### src/rtl/rv32_wb_arbiter.sv
// Writeback arbiter for ALU/LSU with a pending-load scoreboard.
// Define RV32_WB_ARB_RR_EN for round-robin arbitration; fixed ALU priority otherwise.
module rv32_wb_arbiter #(
   parameter int unsigned XLEN   = 32,
   parameter int unsigned NR     = 32,
   parameter int unsigned ADDR_W = 5
) (
   input  logic              clk_i,
   input  logic              rst_n,
   input  logic              alu_valid_i,
   input  logic [ADDR_W-1:0] alu_waddr_i,
   input  logic [XLEN-1:0]   alu_wdata_i,
   output logic              alu_ready_o,
   input  logic              lsu_valid_i,
   input  logic [ADDR_W-1:0] lsu_waddr_i,
   input  logic [XLEN-1:0]   lsu_wdata_i,
   output logic              lsu_ready_o,
   input  logic              iss_valid_i,
   input  logic [ADDR_W-1:0] iss_rd_i,
   output logic              iss_ready_o,
   input  logic [ADDR_W-1:0] raddr_a_i,
   input  logic [ADDR_W-1:0] raddr_b_i,
   output logic              stall_o,
   output logic              we_o,
   output logic [ADDR_W-1:0] waddr_o,
   output logic [XLEN-1:0]   wdata_o,
   output logic [NR-1:0]     busy_o
);

   logic              alu_win;
   logic              alu_fire;
   logic              lsu_fire;
   logic              iss_fire;
   logic [NR-1:0]     busy_q;
   logic [NR-1:0]     busy_d;
   logic              we_q;
   logic [ADDR_W-1:0] waddr_q;
   logic [XLEN-1:0]   wdata_q;

`ifdef RV32_WB_ARB_RR_EN
   typedef enum logic {LAST_ALU, LAST_LSU} rr_e;
   rr_e rr_q;
   rr_e rr_d;

   always_comb begin
      rr_d = rr_q;
      if (alu_fire)
         rr_d = LAST_ALU;
      else if (lsu_fire)
         rr_d = LAST_LSU;
   end

   always_ff @(posedge clk_i or negedge rst_n) begin
      if (!rst_n)
         rr_q <= LAST_LSU;
      else
         rr_q <= rr_d;
   end

   assign alu_win = (rr_q == LAST_LSU);
`else
   assign alu_win = 1'b1;
`endif

   // alu_win only matters when both requesters are valid
   assign alu_ready_o = alu_valid_i & (~lsu_valid_i | alu_win);
   assign lsu_ready_o = lsu_valid_i & (~alu_valid_i | ~alu_win);
   assign alu_fire    = alu_ready_o;
   assign lsu_fire    = lsu_ready_o;

   // A load completing to the same register frees the slot for a re-issue this cycle
   assign iss_ready_o = ~busy_q[iss_rd_i] | (lsu_fire & (lsu_waddr_i == iss_rd_i));
   assign iss_fire    = iss_valid_i & iss_ready_o;

   always_comb begin
      busy_d = busy_q;
      if (lsu_fire)
         busy_d[lsu_waddr_i] = 1'b0;
      if (iss_fire && (iss_rd_i != '0))
         busy_d[iss_rd_i] = 1'b1;
      busy_d[0] = 1'b0;
   end

   always_ff @(posedge clk_i or negedge rst_n) begin
      if (!rst_n)
         busy_q <= '0;
      else
         busy_q <= busy_d;
   end

   always_ff @(posedge clk_i or negedge rst_n) begin
      if (!rst_n) begin
         we_q    <= 1'b0;
         waddr_q <= '0;
         wdata_q <= '0;
      end else begin
         we_q <= 1'b0;
         if (alu_fire) begin
            we_q    <= (alu_waddr_i != '0);
            waddr_q <= alu_waddr_i;
            wdata_q <= alu_wdata_i;
         end else if (lsu_fire) begin
            we_q    <= (lsu_waddr_i != '0);
            waddr_q <= lsu_waddr_i;
            wdata_q <= lsu_wdata_i;
         end
      end
   end

   always_comb begin
      stall_o = 1'b0;
      if (busy_q[raddr_a_i] && (raddr_a_i != '0))
         stall_o = 1'b1;
      if (busy_q[raddr_b_i] && (raddr_b_i != '0))
         stall_o = 1'b1;
   end

   assign we_o    = we_q;
   assign waddr_o = waddr_q;
   assign wdata_o = wdata_q;
   assign busy_o  = busy_q;

endmodule

### config.mk
export PLATFORM = sky130hd
export DESIGN_NAME = rv32_wb_arbiter
export DESIGN_NICKNAME = d
export VERILOG_FILES = /design/src/rtl/rv32_wb_arbiter.sv
export SDC_FILE = /design/constraint.sdc
export NUM_CORES = 1
export LEC_CHECK = 0
export BUFFER_PORTS_ARGS = -buffer_cell sky130_fd_sc_hd__buf_2
export CAP_MARGIN = 20
export CORE_MARGIN = 1
export CORE_UTILIZATION = 53
export DETAILED_ROUTE_END_ITERATION = 12
export GPL_ROUTABILITY_DRIVEN = 1
export PLACE_DENSITY = 0.84
export SYNTH_ARGS = -nofsm -noshare
export SYNTH_HDL_FRONTEND = slang
export SYNTH_SLANG_ARGS = --single-unit
### constraint.sdc
create_clock -name clk_i -period 4.8 [get_ports clk_i]
set_clock_uncertainty 0.2 [all_clocks]
set_input_delay 0.48 -clock clk_i [delete_from_list [all_inputs] [get_ports clk_i]]
set_output_delay 0.48 -clock clk_i [all_outputs]
set_load 0.02 [all_outputs]
# Word level (Yosys, flattened, before mapping)
# Cells that the tools add are included.
dict set report word_totals {
  ff_bits 69
}
dict set report classes {
  eq_ne 1
  n_lt_le_gt_ge 6
  n_reduce_logical 11
  muxes 20
  n_bitwise 9
}
# op count
set op_table {}
lappend op_table {{two-way mux 32 bit} 4}
lappend op_table {{bitwise AND 32 bit} 1}
lappend op_table {{inverter 32 bit} 1}
lappend op_table {{OR 32 bit} 1}
lappend op_table {{nonzero test 5 bit} 5}
lappend op_table {{< comparator 5 x 6 -> 1 bit, second input constant} 4}
lappend op_table {{binary-select mux 1 bit (select 5 bit)} 3}
lappend op_table {{demux 1 bit (select 5 bit)} 2}
lappend op_table {{>= comparator 5 x 1 -> 1 bit, second input constant} 2}
lappend op_table {{two-way mux 5 bit} 2}
lappend op_table {{two-way mux 1 bit} 9}
lappend op_table {{equality test 5 bit} 1}
lappend op_table {{logical AND 1 bit} 5}
lappend op_table {{bitwise AND 1 bit} 3}
lappend op_table {{inverter 1 bit} 2}
lappend op_table {{nonzero test 2 bit} 1}
lappend op_table {{OR 1 bit} 1}

# Logic depth before layout (Yosys ltp)
dict set report logic_depth {
  word_depth 9
  depth_mapped 8
  ltp_nobuf 5
}

# Worst setup path after synthesis
# No wires, ideal clock.
dict set report synth_path {
  kind {in2out}
  startpoint {input port raddr_b_i[0]}
  endpoint {output port stall_o}
  stages 5
  t_arrival_ns 1.956
  t_required_ns 4.120
  slack_ns 2.164
  path_buffers 1
  cell_sequence {buf_2 -> mux4_2 -> mux4_2 -> mux2i_1 -> nand2_1}
}
dict set report synth_between {
  elab_chain_len 4
  elab_cells_between_ends 5
  cone_classes {mux (3); reduce/logical (2)}
}
# item line_no
set synth_lines {}
lappend synth_lines {{start, declared} 22} ;# input logic [ADDR_W-1:0] raddr_b_i,
lappend synth_lines {{binary-select mux 1 bit (select 5 bit)} 114} ;# if (busy_q[raddr_b_i] && (raddr_b_i != '0))
lappend synth_lines {{two-way mux 1 bit (not written as such)} 114}
lappend synth_lines {{logical AND 1 bit (*)} 114}
lappend synth_lines {{two-way mux 1 bit (*)} 114}
lappend synth_lines {{end, declared} 23} ;# output logic stall_o,
# Every way passes the cells marked *; elsewhere a longest branch is shown, timed or not. The select of a mux whose other input is x is not followed.

# Worst setup path in the final report
dict set report layout_path {
  startpoint {input port iss_rd_i[1]}
  endpoint {output port iss_ready_o}
}
dict set report layout_between {
  elab_chain_len 4
  elab_cells_between_ends 6
  cone_classes {eq/ne (1); mux (2); bitwise (3)}
}
# item line_no
set layout_lines {}
lappend layout_lines {{start, declared} 19} ;# input logic [ADDR_W-1:0] iss_rd_i,
lappend layout_lines {{binary-select mux 1 bit (select 5 bit)} 72} ;# assign iss_ready_o = ~busy_q[iss_rd_i] | (lsu_fire & (lsu_waddr_i == iss_rd_i));
lappend layout_lines {{two-way mux 1 bit (not written as such)} 72}
lappend layout_lines {{inverter 1 bit} 72}
lappend layout_lines {{OR 1 bit (*)} 72}
lappend layout_lines {{end, declared} 20} ;# output logic iss_ready_o,
# Marks and branches as above.

==> results.cfg <==
[status]
outcome = finished, final reports clean

[final_layout]
antennaDiodeCount = 0
area_growth_syn_to_layout_pct = 24.3
layout.cells.most_common_list = sky130_fd_sc_hd__buf_2, sky130_fd_sc_hd__o21ai_0, sky130_fd_sc_hd__dfrtp_1
layout.cells.most_common = sky130_fd_sc_hd__buf_2
num-nets-final = 674
layout-drive-gt1-share = 0.363
seq_area_um2 = 1730
multi_input_combinational_cell_area_um2 = 2410
n_fill_cell = 623

[placement]
buffer_ports.inserted = 166
gp_congestion = 0.970
place_hpwl_um = 9730
pre_cts_ws_ns = 1.53

[global_route]
grt.total_usage = 0.316
grt_pass1_vias = 4114
grt_overflow_total = 0
grt_antenna_before_repair = 0
grt_first_pass_wirelength_um = 20600
pin_count_of_the_biggest_net_entering_global_routing = 74

[routing]
post-route-drc-count = 0
detailroute.via_count = 4254
drt-wirelength-per-cell_um = 18.9
antenna_left = 0
postRouteWirelength_um = 13000
drtPass1Iterations = 5
drtIter0Drc = 432
viasPerCell = 6.20

[timing]
worst_slack_ns = 1.47
actual_slew_at_the_worst_max_slew_pin_ns = 0.791
drv_slew = 0
setup-tns-final_ns = 0
max_freq_mhz = 300
setup_failing_eps_final = 0
final.min_clock_period_ns = 3.33
rsz0062_at_grt = false
slew_headroom = 0.472
hold_viol = 0
min_period_over_period = 0.693

[worst_setup_path]
setup.worst_path.start_class = input pin
ff2ff_setup_slack_ns = 2.72
worstPathArrival_ns = 2.65
timing.critical_path.required_ns = 4.12
cp-end-kind = primary output
r2r-start = busy_o[31]
r2r_end = busy_o[28]
rr_worst_depth = 4
crit_path_start = iss_rd_i[1]
worst-setup-path-type = in2out
worst-path-max-fanout = 40

[power_and_ir_drop]
vdd_drop_max_mv = 0.174
power_leakage_nw = 2.48
power_dens_cells_nw_per_um2 = 366
power.total_mw = 1.96

[yosys]
postSynthRegisterBits = 69
synth-edff-count = 0
mappedNetlistNets = 523
yosys_warnings = 0
post_synth_main_area_contributors = sky130_fd_sc_hd__dfrtp_1, sky130_fd_sc_hd__mux2i_1, sky130_fd_sc_hd__mux4_2
synth_cell_type_count = 43
postSynth.asyncResetShare = 1.00
syn_inst = 429
syn_area_um2 = 4300
post-synth-top-area-fraction = 0.401
synth_seq_area_share = 0.401
synthDominantAreaCellType = sky130_fd_sc_hd__dfrtp_1
syn_avg_cell_area_um2 = 10.0
synthFlopType = sky130_fd_sc_hd__dfrtp_1

[cts]
clockRootBuffer = sky130_fd_sc_hd__clkbuf_8
cts_tree = done
clk_latency_ns = 0.34
cts.reportedPaths.clkPinSlew_ns = 0.08
holdBufCountCts = 1
numClockSinks = 69
clock_tree.htree_level_count = 3
clock_path_buffers = 2
tritoncts.num_buffers = 9
post-cts-setup-buffer-count = 0
post_cts_resized = 0

[die]
design.die.area_um2 = 8480
pin_count = 168
die_y_um = 92.1
start_util = 0.551
placementRows = 32
floorplan.die.width_um = 92.1
placeableCoreArea_um2 = 7810

[worst_hold_path]
min_delay_path_depth = 3
worst_hold_path.endpoint = wdata_o[20]
worst_hold_path_type = in2reg
hold_start = alu_wdata_i[20]

[run]
maximum_capacitance_violations = 0
-- cells by family (layout without fill, tap and decap cells) --
family,after synthesis,count (layout),share of synthesized area
flops,69,69,0.401
mux,75,75,0.228
simple gates,137,137,0.158
buf+inv,30,185,0.0387
compound gates,112,112,0.163
other cells,1,1,0.000872
xor+xnor,5,5,0.0102
-- critical path, stage by stage --
cell and delay [ns]:
sky130_fd_sc_hd__buf_2 0.60, sky130_fd_sc_hd__mux2i_1 0.26, sky130_fd_sc_hd__o22ai_1 0.10, sky130_fd_sc_hd__o31ai_2 0.24, sky130_fd_sc_hd__nand3_2 0.34, sky130_fd_sc_hd__o32ai_2 0.40
sky130_fd_sc_hd__buf_2 0.22
-- report_power, final --
group / internal [mW] / switching [mW] / total (mW)
clock network: 0.306 / 0.225 / 0.531
registers: 0.675 / 0.125 / 0.801
logic: 0.266 / 0.358 / 0.624
-- sequential cells by signal (all words and copies together) (netlist names) --
name	flops
wdata_o	32
we_o	1
busy_o	31
waddr_o	5
-- per-stage QoR --
stage / std cells / hold WS, ns / instance area, um^2 / util
final: 686 / 0.135 / 5350 / 0.685
after global routing: 686 / 0.124 / 5350 / 0.685
after CTS: 686 / 0.125 / 5350 / 0.685
after detailed placement: 670 / 0.196 / 5120 / 0.655
after global placement: 670 / 0.181 / 5120 / 0.655
after floorplan: 429 / -0.0156 / 4300 / -
-- worst max-delay path by stage --
| stage | slack (ns) | depth (start not counted) | to |
|---|---|---|---|
| CTS | 1.53 | 7 | iss_ready_o |
| floorplan | 2.16 | 5 | stall_o |
| detailed placement | 1.53 | 7 | iss_ready_o |
| finish | 1.47 | 7 | iss_ready_o |
| global placement | 1.57 | 7 | iss_ready_o |
| global route | 1.32 | 7 | iss_ready_o |
-- cell type report --
class | instances | area share
Sequential cell | 69 | 0.323
Tap cell | 102 | 0.0239
Clock inverter | 5 | 0.0159
Clock buffer | 10 | 0.0257
Multi-Input combinational cell | 330 | 0.450
Timing Repair Buffer | 170 | 0.161
-- cells in the mapped netlist (all sizes together) (6+ instances only) --
cell and n:
o21ai 71, dfrtp 69, nand2 65, mux2i 54
nand3 23, mux4 18, o311ai 18, buf 17
clkbuf 13, o211ai 10, nand3b 7, nor2 7
or3 6
-- routing by layer --
| layer | vias up | global-route usage | wire, um |
|---|---|---|---|
| met2 | 277 | 0.521 | 6400 |
| met4 | 0 | 0.145 | 372 |
| met5 | - | 0 | 0 |
| met3 | 42 | 0.0755 | 1240 |
| li1 | 1913 | - | - |
| met1 | 2022 | 0.395 | 4970 |
No activity file was read; power rests on OpenSTA's default activity.
